File: config.mk
export PLATFORM = sky130hd
export DESIGN_NAME = imem_fetch_ctrl_flat
export DESIGN_NICKNAME = d
export VERILOG_FILES = /design/src/rtl/imem_pkg.sv /design/src/rtl/imem_fetch_ctrl_if.sv /design/src/rtl/if_out_reg.sv /design/src/rtl/imem_fetch_ctrl.sv /design/src/flat_wrapper.sv
export SDC_FILE = /design/constraint.sdc
export NUM_CORES = 1
export LEC_CHECK = 0
export CORE_ASPECT_RATIO = 1.4
export CORE_UTILIZATION = 30
export CTS_CLUSTER_SIZE = 12
export DETAILED_ROUTE_END_ITERATION = 7
export PLACE_DENSITY_LB_ADDON = 0.08
export SLEW_MARGIN = 5
export SYNTH_ARGS = -nofsm -noshare
export SYNTH_HDL_FRONTEND = slang
export SYNTH_HIERARCHICAL = 1
export SYNTH_SLANG_ARGS = --single-unit
File: constraint.sdc
create_clock -name clk -period 4.1 [get_ports clk]
set_clock_uncertainty 0.05 [all_clocks]
set_input_delay 0.41 -clock clk [delete_from_list [all_inputs] [get_ports clk]]
set_output_delay 0.41 -clock clk [all_outputs]
set_load 0.005 [all_outputs]
File: src/rtl/imem_pkg.sv
// rtl/imem_pkg.sv - shared types, defaults and address helper for the instruction fetch controller
package imem_pkg;

    localparam int          NUM_INST_DEFAULT = 64;
    localparam logic [31:0] RESET_PC_DEFAULT = 32'h0000_0000;

    typedef enum logic [1:0] {
        ST_LOAD = 2'd0,
        ST_RUN  = 2'd1,
        ST_HALT = 2'd2
    } fetch_state_e;

    // A byte address is usable for a word access when it is word-aligned and
    // falls inside the memory image.
    function automatic logic addr_ok(input logic [31:0] addr, input logic [31:0] mem_bytes);
        return (addr[1:0] == 2'b00) && (addr < mem_bytes);
    endfunction

endpackage

File: src/rtl/imem_fetch_ctrl_if.sv
// rtl/imem_fetch_ctrl_if.sv - loader, memory and fetch-output bundle of the fetch controller
// Ports (slave = controller view):
//   loader   : ld_valid, ld_addr, ld_data, boot_done in; ld_ready out
//   memory   : mem_addr, mem_we, mem_wdata out; mem_rdata in (combinational read)
//   redirect : redirect_valid, redirect_pc in
//   fetch    : if_valid, if_pc, if_instr out; if_ready in
//   status   : fault, fetch_count out
interface imem_fetch_ctrl_if;

    logic        ld_valid;
    logic        ld_ready;
    logic [31:0] ld_addr;
    logic [31:0] ld_data;
    logic        boot_done;

    logic [31:0] mem_addr;
    logic        mem_we;
    logic [31:0] mem_wdata;
    logic [31:0] mem_rdata;

    logic        redirect_valid;
    logic [31:0] redirect_pc;

    logic        if_valid;
    logic        if_ready;
    logic [31:0] if_pc;
    logic [31:0] if_instr;

    logic        fault;
    logic [31:0] fetch_count;

    modport slave (
        input  ld_valid, ld_addr, ld_data, boot_done,
        output ld_ready,
        output mem_addr, mem_we, mem_wdata,
        input  mem_rdata,
        input  redirect_valid, redirect_pc,
        output if_valid, if_pc, if_instr,
        input  if_ready,
        output fault, fetch_count
    );

    modport master (
        output ld_valid, ld_addr, ld_data, boot_done,
        input  ld_ready,
        input  mem_addr, mem_we, mem_wdata,
        output mem_rdata,
        output redirect_valid, redirect_pc,
        input  if_valid, if_pc, if_instr,
        output if_ready,
        input  fault, fetch_count
    );

endinterface

File: src/rtl/if_out_reg.sv
// rtl/if_out_reg.sv - one-entry valid/ready output register with flush
// Ports: clk, rst (sync, active-high); flush drops the held entry;
//   in_valid/in_ready/in_pc/in_instr upstream; out_valid/out_ready/out_pc/out_instr downstream.
module if_out_reg (
    input  logic        clk,
    input  logic        rst,
    input  logic        flush,
    input  logic        in_valid,
    output logic        in_ready,
    input  logic [31:0] in_pc,
    input  logic [31:0] in_instr,
    output logic        out_valid,
    input  logic        out_ready,
    output logic [31:0] out_pc,
    output logic [31:0] out_instr
);

    logic        valid_q;
    logic [31:0] pc_q;
    logic [31:0] instr_q;

    // Can take a new entry when empty or when the held one leaves this cycle.
    assign in_ready  = !valid_q || out_ready;
    assign out_valid = valid_q;
    assign out_pc    = pc_q;
    assign out_instr = instr_q;

    always_ff @(posedge clk) begin
        if (rst) begin
            valid_q <= 1'b0;
            pc_q    <= 32'h0;
            instr_q <= 32'h0;
        end else if (flush) begin
            valid_q <= 1'b0;
        end else if (in_valid && in_ready) begin
            valid_q <= 1'b1;
            pc_q    <= in_pc;
            instr_q <= in_instr;
        end else if (out_ready) begin
            valid_q <= 1'b0;
        end
    end

endmodule

File: src/rtl/imem_fetch_ctrl.sv
// rtl/imem_fetch_ctrl.sv - boot loader front end and sequential instruction fetcher
// Ports: clk, rst (sync, active-high); bus (imem_fetch_ctrl_if.slave) carries loader,
//   memory, redirect, fetch-output and status signals.
// Params: NUM_INST memory depth in words, RESET_PC first fetch address after boot.
module imem_fetch_ctrl
    import imem_pkg::*;
#(
    parameter int          NUM_INST = NUM_INST_DEFAULT,
    parameter logic [31:0] RESET_PC = RESET_PC_DEFAULT
) (
    input  logic               clk,
    input  logic               rst,
    imem_fetch_ctrl_if.slave   bus
);

    localparam logic [31:0] MEM_BYTES = 32'(4 * NUM_INST);

    fetch_state_e state_q, state_d;
    logic [31:0]  pc_q, pc_d;
    logic [31:0]  fetch_count_q;

    logic         ld_ready;
    logic         mem_we;
    logic [31:0]  mem_addr;
    logic [31:0]  mem_wdata;
    logic         fetch;
    logic         flush;

    logic         stage_in_ready;
    logic         stage_valid;
    logic [31:0]  stage_pc;
    logic [31:0]  stage_instr;

    always_ff @(posedge clk) begin
        if (rst) begin
            state_q <= ST_LOAD;
            pc_q    <= RESET_PC;
        end else begin
            state_q <= state_d;
            pc_q    <= pc_d;
        end
    end

    always_comb begin
        state_d   = state_q;
        pc_d      = pc_q;
        ld_ready  = 1'b0;
        mem_we    = 1'b0;
        mem_addr  = pc_q;
        mem_wdata = 32'h0;
        fetch     = 1'b0;
        flush     = 1'b0;
        unique case (state_q)
            ST_LOAD: begin
                // Every loader beat is accepted; only in-range aligned ones reach memory.
                ld_ready  = 1'b1;
                mem_addr  = bus.ld_addr;
                mem_wdata = bus.ld_data;
                mem_we    = bus.ld_valid && addr_ok(bus.ld_addr, MEM_BYTES);
                if (bus.boot_done) begin
                    state_d = ST_RUN;
                    pc_d    = RESET_PC;
                end
            end
            ST_RUN: begin
                if (bus.redirect_valid) begin
                    // Redirect wins over fetch and stall; an entry handshaking
                    // this cycle still leaves normally before the flush lands.
                    flush = 1'b1;
                    pc_d  = bus.redirect_pc;
                end else if (stage_in_ready) begin
                    if (!addr_ok(pc_q, MEM_BYTES)) begin
                        state_d = ST_HALT;
                        flush   = 1'b1;
                    end else begin
                        fetch = 1'b1;
                        pc_d  = pc_q + 32'd4;
                    end
                end
            end
            ST_HALT: begin
                flush = 1'b1;
            end
            default: begin
                state_d = ST_LOAD;
            end
        endcase
    end

    if_out_reg u_out (
        .clk       (clk),
        .rst       (rst),
        .flush     (flush),
        .in_valid  (fetch),
        .in_ready  (stage_in_ready),
        .in_pc     (pc_q),
        .in_instr  (bus.mem_rdata),
        .out_valid (stage_valid),
        .out_ready (bus.if_ready),
        .out_pc    (stage_pc),
        .out_instr (stage_instr)
    );

    always_ff @(posedge clk) begin
        if (rst) begin
            fetch_count_q <= 32'h0;
        end else if (stage_valid && bus.if_ready) begin
            fetch_count_q <= fetch_count_q + 32'd1;
        end
    end

    assign bus.ld_ready    = ld_ready;
    assign bus.mem_addr    = mem_addr;
    assign bus.mem_we      = mem_we;
    assign bus.mem_wdata   = mem_wdata;
    assign bus.if_valid    = stage_valid;
    assign bus.if_pc       = stage_pc;
    assign bus.if_instr    = stage_instr;
    assign bus.fault       = (state_q == ST_HALT);
    assign bus.fetch_count = fetch_count_q;

endmodule

File: src/flat_wrapper.sv
// flat-port wrapper written by rule: the top's interface ports become plain ports
module imem_fetch_ctrl_flat import imem_pkg::*;
#(
    parameter int          NUM_INST = NUM_INST_DEFAULT,
    parameter logic [31:0] RESET_PC = RESET_PC_DEFAULT
)
  (clk, rst, bus_ld_valid, bus_ld_addr, bus_ld_data, bus_boot_done, bus_ld_ready, bus_mem_addr, bus_mem_we, bus_mem_wdata, bus_mem_rdata, bus_redirect_valid, bus_redirect_pc, bus_if_valid, bus_if_pc, bus_if_instr, bus_if_ready, bus_fault, bus_fetch_count);
  imem_fetch_ctrl_if bus_i ();
  input  logic clk;
  input  logic rst;
  input wire logic [$bits(bus_i.ld_valid)-1:0] bus_ld_valid;
  input wire logic [$bits(bus_i.ld_addr)-1:0] bus_ld_addr;
  input wire logic [$bits(bus_i.ld_data)-1:0] bus_ld_data;
  input wire logic [$bits(bus_i.boot_done)-1:0] bus_boot_done;
  output wire logic [$bits(bus_i.ld_ready)-1:0] bus_ld_ready;
  output wire logic [$bits(bus_i.mem_addr)-1:0] bus_mem_addr;
  output wire logic [$bits(bus_i.mem_we)-1:0] bus_mem_we;
  output wire logic [$bits(bus_i.mem_wdata)-1:0] bus_mem_wdata;
  input wire logic [$bits(bus_i.mem_rdata)-1:0] bus_mem_rdata;
  input wire logic [$bits(bus_i.redirect_valid)-1:0] bus_redirect_valid;
  input wire logic [$bits(bus_i.redirect_pc)-1:0] bus_redirect_pc;
  output wire logic [$bits(bus_i.if_valid)-1:0] bus_if_valid;
  output wire logic [$bits(bus_i.if_pc)-1:0] bus_if_pc;
  output wire logic [$bits(bus_i.if_instr)-1:0] bus_if_instr;
  input wire logic [$bits(bus_i.if_ready)-1:0] bus_if_ready;
  output wire logic [$bits(bus_i.fault)-1:0] bus_fault;
  output wire logic [$bits(bus_i.fetch_count)-1:0] bus_fetch_count;
  assign bus_i.ld_valid = bus_ld_valid;
  assign bus_i.ld_addr = bus_ld_addr;
  assign bus_i.ld_data = bus_ld_data;
  assign bus_i.boot_done = bus_boot_done;
  assign bus_ld_ready = bus_i.ld_ready;
  assign bus_mem_addr = bus_i.mem_addr;
  assign bus_mem_we = bus_i.mem_we;
  assign bus_mem_wdata = bus_i.mem_wdata;
  assign bus_i.mem_rdata = bus_mem_rdata;
  assign bus_i.redirect_valid = bus_redirect_valid;
  assign bus_i.redirect_pc = bus_redirect_pc;
  assign bus_if_valid = bus_i.if_valid;
  assign bus_if_pc = bus_i.if_pc;
  assign bus_if_instr = bus_i.if_instr;
  assign bus_i.if_ready = bus_if_ready;
  assign bus_fault = bus_i.fault;
  assign bus_fetch_count = bus_i.fetch_count;
  imem_fetch_ctrl #(.NUM_INST(NUM_INST), .RESET_PC(RESET_PC)) u_core (.clk(clk), .rst(rst), .bus(bus_i));
endmodule
== Word level (Yosys, flattened, before mapping) ==
Cells that the tools add are included.

* Logic and storage cells: 60
* Output and inout bits: 164
* Flip-flop bits (word level): 131
* Bits of input ports: 134

* Bitwise operators: 2
* Reductions and logical operators: 16
* Mux-type cells: 24
* Add/subtract/negate cells: 2
* $lt $le $gt $ge: 2
* Equality and inequality tests: 8

{| class="wikitable"
|+ Operator list
! cell !! number
|-
| 32-bit 2-to-1 mux || 6
|-
| 32-bit by 9-bit less-than comparator with 1-bit output (second input constant) || 2
|-
| 32-bit one-hot mux with 2 select lines || 1
|-
| 32-bit by 1-bit adder with 32-bit output (second input constant) || 1
|-
| 32-bit by 3-bit adder with 32-bit output (second input constant) || 1
|-
| 1-bit 2-to-1 mux || 11
|-
| 2-bit 2-to-1 mux || 4
|-
| 2-bit inequality test (second input constant) || 4
|-
| 2-bit zero test || 3
|-
| 2-bit one-hot mux with 3 select lines || 1
|-
| 1-bit logical AND || 5
|-
| 5-bit AND reduction || 1
|-
| 4-bit AND reduction || 1
|-
| 2-bit nonzero test || 2
|-
| 3-bit by 2-bit inequality test with 1-bit output (second input constant) || 1
|-
| 3-bit inequality test (second input constant) || 1
|-
| 2-bit by 1-bit == test with 1-bit output (second input constant) || 1
|-
| 2-bit == test (second input constant) || 1
|-
| 1-bit inverter || 2
|-
| 1-bit one-hot mux with 2 select lines || 1
|-
| 2-bit AND reduction || 1
|-
| 2-bit OR reduction || 1
|-
| 1-bit zero test || 1
|-
| 1-bit logical OR || 1
|}

== Logic depth before layout (Yosys ltp) ==
Gate-level depths: netlist of run 1.

* Depth after elaboration: 8
* Mapped depth: 10

== Hierarchy ==
Netlist of run 1, hierarchy kept.

{| class="wikitable"
|+ By module, submodules not included
! module !! instances !! area an instance (µm²) !! cells an instance
|-
| imem_fetch_ctrl || 1 || 4206.5 || 514
|-
| if_out_reg || 1 || 2966.6 || 283
|}

== Worst setup path before layout of run 1 ==
OpenSTA, ideal clock, no wires.

* Kind: reg2reg
* Start: register u_core.pc_q[27]
* End: register u_core.u_out.instr_q[0] (netlist: u_core/u_out/out_instr[0])
* Library setup time: 0.072 ns
* Data required time: 3.978 ns
* Cell stages (with the launch flop): 10
* Data arrival time: 2.012 ns
* Path slack: 1.967 ns
* Path through: dfxtp_1 > nor4_1 > and4_1 > a21boi_0 > o21a_1 > o21a_1 > nor3b_2 > buf_6 > buf_12 > mux2i_1

* Word-level cells in the longest chain between the ends: 8
* Elaborated cells on any way between the ends: 13

{| class="wikitable"
|+ Ends and longest elaborated chain
! element !! line !! text
|-
| from (decl) || imem_fetch_ctrl.sv:19 || <nowiki>logic [31:0] pc_q, pc_d;</nowiki>
|-
| from (signal assigned) || imem_fetch_ctrl.sv:40 || <nowiki>pc_q <= pc_d;</nowiki>
|-
| 32-bit by 9-bit less-than comparator with 1-bit output || imem_pkg.sv:16 || <nowiki>return (addr[1:0] == 2'b00) && (addr < mem_bytes);</nowiki>
|-
| 1-bit logical AND || imem_pkg.sv:16 ||
|-
| 1-bit 2-to-1 mux || imem_fetch_ctrl.sv:72 || <nowiki>if (!addr_ok(pc_q, MEM_BYTES)) begin</nowiki>
|-
| 1-bit 2-to-1 mux || imem_fetch_ctrl.sv:71 || <nowiki>end else if (stage_in_ready) begin</nowiki>
|-
| 1-bit 2-to-1 mux || imem_fetch_ctrl.sv:66 || <nowiki>if (bus.redirect_valid) begin</nowiki>
|-
| 1-bit one-hot mux with 2 select lines || imem_fetch_ctrl.sv:53 || <nowiki>unique case (state_q)</nowiki>
|-
| net u_core.flush || imem_fetch_ctrl.sv:27 || <nowiki>logic flush;</nowiki>
|-
| 1-bit inverter (no source line) || -- ||
|-
| 2-bit AND reduction (no source line) || -- ||
|-
| to (signal assigned) || if_out_reg.sv:38 || <nowiki>instr_q <= in_instr;</nowiki>
|-
| to (decl) || if_out_reg.sv:20 || <nowiki>logic [31:0] instr_q;</nowiki>
|}

The timed path passes the listed nets, and every way through them passes these cells.
A chain may end at the register's enable or synchronous reset.

== Final worst setup path of run 1 ==
* Start: register u_core.state_q[0]
* End: output bus_mem_addr[1]

* Word-level cells in the longest chain between the ends: 2

{| class="wikitable"
|+ Ends and longest elaborated chain
! element !! line !! text
|-
| from (decl) || imem_fetch_ctrl.sv:18 || <nowiki>fetch_state_e state_q, state_d;</nowiki>
|-
| from (signal assigned) || imem_fetch_ctrl.sv:39 || <nowiki>state_q <= state_d;</nowiki>
|-
| 2-bit zero test || imem_fetch_ctrl.sv:53 ||
|-
| 32-bit 2-to-1 mux || imem_fetch_ctrl.sv:53 ||
|-
| to (decl) || flat_wrapper.sv:16 || <nowiki>output wire logic [$bits(bus_i.mem_addr)-1:0] bus_mem_addr;</nowiki>
|}

No other way between the ends.

==> results of run 1 <==
-- through the flow --
step / area [µm²] / hold slack, ns
2_1_floorplan: 7170 / 0.399
3_3_place_gp: 10300 / 0.408
3_5_place_dp: 10300 / 0.410
4_1_cts: 11000 / 0.424
5_1_grt: 11000 / 0.439
6_report: 11000 / 0.420
-- how the worst min path moves through the flow --
stage,depth (start not counted),endpoint,slack (ns),start
CTS,2,u_core/u_out/out_pc[20]$_SDFFE_PP0P_,0.42,u_core/u_out/out_pc[20]$_SDFFE_PP0P_
global placement,2,u_core/u_out/out_instr[27]$_SDFFE_PP0P_,0.41,u_core/u_out/out_instr[27]$_SDFFE_PP0P_
detailed placement,2,u_core/u_out/out_pc[26]$_SDFFE_PP0P_,0.41,u_core/u_out/out_pc[26]$_SDFFE_PP0P_
floorplan,2,u_core/u_out/out_pc[6]$_SDFFE_PP0P_,0.40,u_core/pc_q[6]$_SDFFE_PP0P_
finish,2,u_core/u_out/out_pc[10]$_SDFFE_PP0P_,0.42,u_core/u_out/out_pc[10]$_SDFFE_PP0P_
global route,2,u_core/u_out/out_pc[16]$_SDFFE_PP0P_,0.44,u_core/u_out/out_pc[16]$_SDFFE_PP0P_
-- routing by layer --
metal	vias up	GRT usage
met5	-	0
met4	0	0.0676
met3	21	0.0432
met2	168	0.357
met1	3120	0.221
li1	3333	-
-- final cells by class --
| type | count | area share |
|---|---|---|
| Tap cell | 306 | 0.0349 |
| Timing Repair Buffer | 305 | 0.277 |
| Antenna cell | 1 | 0.000228 |
| Sequential cell | 131 | 0.239 |
| Multi-Input combinational cell | 596 | 0.381 |
| Clock buffer | 18 | 0.0391 |
| Clock inverter | 14 | 0.0229 |
| Inverter | 18 | 0.00616 |
-- layout by cell type (no fill, tap or decap), types with 3 or more instances in the layout --
master | netlist | routed
o21ai_0 | 28 | 28
dfxtp_1 | 131 | 131
nand2b_1 | 133 | 133
and4_1 | 5 | 5
ha_1 | 5 | 4
mux2_2 | 26 | 26
a22oi_1 | 5 | 5
inv_1 | 18 | 18
xnor2_1 | 20 | 20
nand3b_1 | 3 | 3
nor2_1 | 44 | 44
and2_1 | 40 | 40
buf_4 | 1 | 8
o211ai_1 | 5 | 5
clkbuf_16 | 0 | 17
nor4_1 | 13 | 13
nor4_2 | 4 | 4
mux2i_1 | 69 | 69
a21o_1 | 3 | 3
xor2_1 | 10 | 10
or3_1 | 6 | 6
a21oi_1 | 18 | 18
nor2b_1 | 5 | 5
o2111ai_1 | 3 | 3
nor3_2 | 12 | 12
nand2_1 | 34 | 34
a31oi_1 | 7 | 7
nand3_1 | 25 | 25
bufinv_16 | 0 | 6
clkinv_4 | 0 | 4
nand4_1 | 16 | 16
and3_1 | 3 | 3
clkdlybuf4s50_1 | 0 | 296
a32o_1 | 4 | 4
o221ai_1 | 7 | 7
nor3_1 | 9 | 9
-- state kept, by name, summed over array words and instances, names as in the netlist --
| name | cells |
|---|---|
| u_core/bus.fetch_count | 32 |
| u_core/pc_q | 32 |
| u_core/state_q | 2 |
| u_core/u_out/out_instr | 32 |
| u_core/u_out/out_pc | 32 |
| u_core/u_out/out_valid | 1 |
-- power groups by stage --
stage | registers, mW | clock network, mW | logic, mW
CTS | 1.46 | 1.82 | 1.85
global placement | 1.48 | 0 | 1.84
floorplan | 1.45 | 0 | 1.00
detailed placement | 1.49 | 0 | 1.84
global route | 1.47 | 1.87 | 1.96
finish | 1.45 | 1.77 | 1.82
-- worst max-delay path, cell delays in order (launching register included) --
cell,delay (ns)
dfxtp_1,0.32
inv_1,0.09
ha_2,0.74
buf_4,0.48
mux2_2,0.38
clkdlybuf4s50_1,0.45
-- cell families after synthesis --
| group | Yosys count |
|---|---|
| DFF | 131 |
| xor gates and xnor gates | 30 |
| buffers and inverters | 70 |
| adders and majority gates | 5 |
| muxes | 95 |
| and+or+nand+nor | 363 |
| AOI/OAI and AO/OA | 103 |
==> impl_metrics.csv, run 1 <==
group,metric,value,unit
synthesis,muxShareOfSynthArea,0.137,
floorplan,start_util,0.307,
run_status,status,"complete, no violations",
placed_design,dp.cells,1356,
worst_setup_path,cp-startpoint,"u_core/state_q[0]$_SDFFE_PP0P_",
power,seq_power_share,0.289,
global_routing,grt_usage,0.195,
synthesis,synth_compound_area_frac,0.0965,
power,p_comb_frac,0.361,
worst_setup_path,endpoint,"bus_mem_addr[1]",
clocking,cts.htree.levels,4,
routing,wire_per_inst,17.2,µm
synthesis,synthesis.instances,797,
final_layout,multi_input_comb_area,4180,µm²
clocking,cts_setup_buffers,0,
routing,wl_met1,9880,µm
global_routing,grt_pass1_wl,36800,µm
power,p_per_area,459,nW/µm²
global_routing,overflow,0,
clocking,cts_root_buffer,"clkbuf_16",
worst_setup_path,rr_startpoint,"u_core/state_q[1]$_SDFFE_PP0P_",
worst_setup_path,r2r_end,"u_core/u_out/out_instr[29]$_SDFFE_PP0P_",
power,pwr-share-clk,0.351,
worst_setup_path,critPathLaunchType,"flip-flop",
floorplan,die_area,24500,µm²
placed_design,place_congestion,0.816,
synthesis,ys_seq_area_frac,0.366,
final_layout,final-seq-area,2620,µm²
worst_setup_path,cp.required,3.64,ns
final_layout,utilization,0.470,
clocking,clock_sinks,131,
routing,postRouteAntennaNets,0,
worst_setup_path,worst-setup-path-type,"reg -> out",
synthesis,syn-num-nets,936,
worst_setup_path,reg2reg_slack,1.22,ns
timing,max_freq,300,MHz
floorplan,die_y,185,µm
floorplan,core,23400,µm²
synthesis,synthTopCellsByCount,"133 x nand2b_1, 131 x dfxtp_1, 69 x mux2i_1",
timing,maxSlewViolCount,0,
synthesis,yosys.area_share.simple,0.302,
floorplan,die_w,133,µm
timing,finalWorstSetupSlack,0.762,ns
synthesis,synth_area_leaders,"dfxtp_1 37%, nand2b_1 12%, mux2i_1 9.6%",
timing,finalCriticalPeriod,3.34,ns
timing,layout_worst_path_cycle_share,0.814,
timing,hold_viol,0,
final_layout,fill_cells,2333,
final_layout,final_cells,1389,
synthesis,synth_top_area_share,0.366,
timing,maxSlewHeadroom,0.441,
placed_design,hpwl,17700,µm
worst_setup_path,crit_path_end_kind,"output port",
synthesis,syn_area_per_cell,9.00,µm²
routing,highest-signal-layer,"met4",
power,p_leak,3.65,nW
worst_setup_path,arrival,2.88,ns
routing,drc,0,
placed_design,io_buffers,297,
floorplan,fp-row-count,66,
clocking,clkLatencyLatePin,0.42,ns
routing,vias_per_cell,4.78,
min_path,hold_class,"reg -> reg",
global_routing,grt_max_degree,86,
final_layout,drive_above_1_share,0.0850,
synthesis,syn-cell-area,7170,µm²
clocking,hold_buffers,0,
final_layout,area_growth,53.0,%
timing,rsz0062_at_grt,"false",
synthesis,synth_xor_area_frac,0.0366,
power,peakVddDrop,0.000281,V
clocking,cts_max_path_buffers,2,
power,intPower,3.52,mW
synthesis,ys_ff_latch,131,
clocking,path_clk_slew,0.06,ns
synthesis,synthArstFlopShare,0,
routing,vias,6642,
synthesis,ys_types,65,
synthesis,synthFlopType,"dfxtp_1",
clocking,cts_tree,"yes",
timing,tightest_slew,0.838,ns
synthesis,synth-edff-count,0,
routing,met3WireLength,1190,µm
floorplan,ios,298,
final_layout,layout.nets,1208,
routing,drt_iter0_markers,238,
routing,dr.pass1.iters,4,
clocking,cts_resized,0,
global_routing,antenna_found_initial,1,
power,p_switching,1.52,mW
routing,wl_met2,12400,µm
routing,wl,23900,µm
worst_setup_path,cp_max_fo,55,
worst_setup_path,reg2reg_depth,8,
synthesis,synth_top_family_by_area,"simple AND/OR/NAND/NOR gates",
timing,finalSetupViolCount,0,
clocking,cts_buffers,17,
synthesis,post-synth-top-count-cell,"nand2b_1",
power,finalPower,5.04,mW
synthesis,synth-warning-count,6,
job,maxCapViolCount,0,
synthesis,yosys.area.top_type,"dfxtp_1",
global_routing,first_global_vias,6544,
power,switching_share,0.302,
placed_design,dp_slack,1.12,ns
timing,setup_tns,0,ns
synthesis,synth_fa_ha_area_frac,0.00872,
(Power assumes the default switching activity.)
==> inputs of run 2 (changes only) <==
clock period = 2.75 ns   (was 4.1 ns; I/O delays follow)
==> run 2 against run 1 <==
Net effect: sequential power grew 47%; first-iteration DRC count grew 27%; largest power group unchanged; clock power grew 30%; non-clock buffer count grew 44; register-to-register slack lost 1.0 ns; wire length grew 3.1%; design area grew 2.6%; critical path depth grew 1; count of clock-buffer cells in the layout is the same; setup slack lost 0.59 ns; die area is the same.
==> impl_metrics.csv, run 2 (synthesis gave the netlist of run 1 again) <==
group,metric,value,unit
run_status,status,"complete, no violations",
timing,max_freq,388,MHz
global_routing,overflow,0,
clocking,cts_max_path_buffers,2,
clocking,cts_buffers,17,
final_layout,area_growth,57.0,%
floorplan,die_w,133,µm
worst_setup_path,cp.required,2.42,ns
final_layout,n_antenna_cell,0,
worst_setup_path,cp_max_fo,10,
worst_setup_path,worstPathBufferInverterCount,2,
timing,rsz0062_at_grt,"false",
floorplan,fp-row-count,66,
worst_setup_path,crit_path_end_kind,"output port",
timing,maxSlewViolCount,0,
worst_setup_path,max_stage_delay,0.54,ns
clocking,clkLatencyLatePin,0.41,ns
clocking,clock_sinks,131,
worst_setup_path,critPathLaunchType,"flip-flop",
timing,maxSlewHeadroom,0.233,
routing,vias,6777,
worst_setup_path,crit_chain,"inv_1 > ha_4 > nor4bb_1 > nand4_1 > nor2_1 > clkdlybuf4s50_1",
worst_setup_path,crit_family,"buffers and inverters",
routing,wire_per_inst,17.2,µm
timing,finalSetupViolCount,0,
final_layout,layout_common_cells,"296 x clkdlybuf4s50_1, 133 x nand2b_1, 131 x dfxtp_1",
placed_design,dp.cells,1396,
floorplan,die_y,185,µm
worst_setup_path,arrival,2.25,ns
routing,drc,0,
power,peakVddDrop,0.000467,V
floorplan,start_util,0.307,
worst_setup_path,worst-setup-path-type,"reg -> out",
routing,dr.pass1.iters,5,
placed_design,place_congestion,0.806,
power,finalPower,7.47,mW
global_routing,grt_usage,0.199,
routing,drt_iter0_markers,303,
timing,tightest_slew,1.15,ns
final_layout,utilization,0.482,
clocking,cts.htree.levels,4,
worst_setup_path,path_depth,6,
worst_setup_path,reg2reg_depth,9,
final_layout,drive_above_1_share,0.120,
clocking,cts_root_buffer,"clkbuf_16",
final_layout,layout_commonest_cell,"clkdlybuf4s50_1",
final_layout,final_cells,1430,
floorplan,die_area,24500,µm²
job,maxCapViolCount,0,
floorplan,ios,298,
placed_design,hpwl,18500,µm
timing,layout_worst_path_cycle_share,0.937,
global_routing,antenna_found_initial,0,
power,p_leak,3.84,nW
global_routing,first_global_vias,6684,
timing,hold_viol,0,
clocking,path_clk_slew,0.06,ns
timing,setup_tns,0,ns
routing,postRouteAntennaNets,0,
power,p_per_area,663,nW/µm²
floorplan,core,23400,µm²
routing,wl,24600,µm
worst_setup_path,crit_slowest_cell,"clkdlybuf4s50_1",
global_routing,grt_pass1_wl,37900,µm
timing,finalCriticalPeriod,2.58,ns
clocking,cts_tree,"yes",
placed_design,io_buffers,297,
final_layout,layout.nets,1252,
routing,vias_per_cell,4.74,
worst_setup_path,reg2reg_slack,0.21,ns
global_routing,grt_max_degree,139,
timing,hold-worst-slack,0.0769,ns
min_path,hold_depth,2,
min_path,hold_class,"in -> reg",
run 2: changes by cell type in the layout (fill, tap and decap cells not counted):
cell | previous run | this run
buf_4 | 8 | 49
buf_12 | 1 | 4
bufinv_16 | 6 | 3
clkinv_2 | 0 | 2
clkinv_4 | 4 | 2
clkinvlp_4 | 1 | 3
diode_2 | 1 | 0
ha_2 | 1 | 0
ha_4 | 0 | 1
inv_8 | 1 | 0
nor4_1 | 13 | 12
nor4_2 | 4 | 5
run 2: area by class of cell:
cell class,count,area (µm²)
Timing Repair Buffer,349,3410
Fill cell,2295,12100
Multi-Input combinational cell,596,4190
Inverter,18,67.6
Clock buffer,18,429
Sequential cell,131,2620
Clock inverter,12,158
Tap cell,306,383
run 2: worst paths after layout:
kind / endpoint / start
hold reg to reg: u_core/u_out/out_instr[18]$_SDFFE_PP0P_ / u_core/u_out/out_instr[18]$_SDFFE_PP0P_
setup / recovery: bus_mem_we / u_core/state_q[0]$_SDFFE_PP0P_
hold / removal: u_core/pc_q[15]$_SDFFE_PP0P_ / rst
setup reg to reg: u_core/u_out/out_instr[2]$_SDFFE_PP0P_ / u_core/pc_q[30]$_SDFFE_PP0P_
run 2: power by group:
part           internal [mW]  switching, mW  total (mW)  leakage [nW]
clock network           1.42          0.879        2.30         0.279
registers               2.03         0.0961        2.13          1.06
logic                   1.71           1.34        3.05          2.51
run 2: routing by layer:
layer / up-vias / global-route usage / share of wire
li1: 3426 / - / -
met1: 3134 / 0.232 / 0.42
met2: 188 / 0.360 / 0.51
met3: 29 / 0.0419 / 0.054
met4: 0 / 0.0634 / 0.016
met5: - / 0 / 0
run 2: timing repair:
action / 4_1_cts / 5_1_grt
gates resized for setup: 1 / 1
endpoints found under the hold margin: 0 / 0
buffers inserted: 0 / 4
hold buffers: 0 / 0
setup endpoints to repair: 27 / 15
run 2: stage by stage:
step | instance area, µm² | setup slack [ns]
final | 11300 | 0.173
after global routing | 11300 | 0.0353
after CTS | 11200 | 0.0118
after detailed placement | 10600 | 0.0678
after global placement | 10600 | 0.111
after floorplan | 7170 | 0.617
run 2: worst register-to-register path, delay by kind of cell (launching register included):
kind,cells,cell delay (ns)
AO/OA/AOI/OAI,3,0.48
buffers and inverters,2,0.39
flip-flops,1,0.37
multiplexers,1,0.21
AND/OR/NAND/NOR,3,0.96
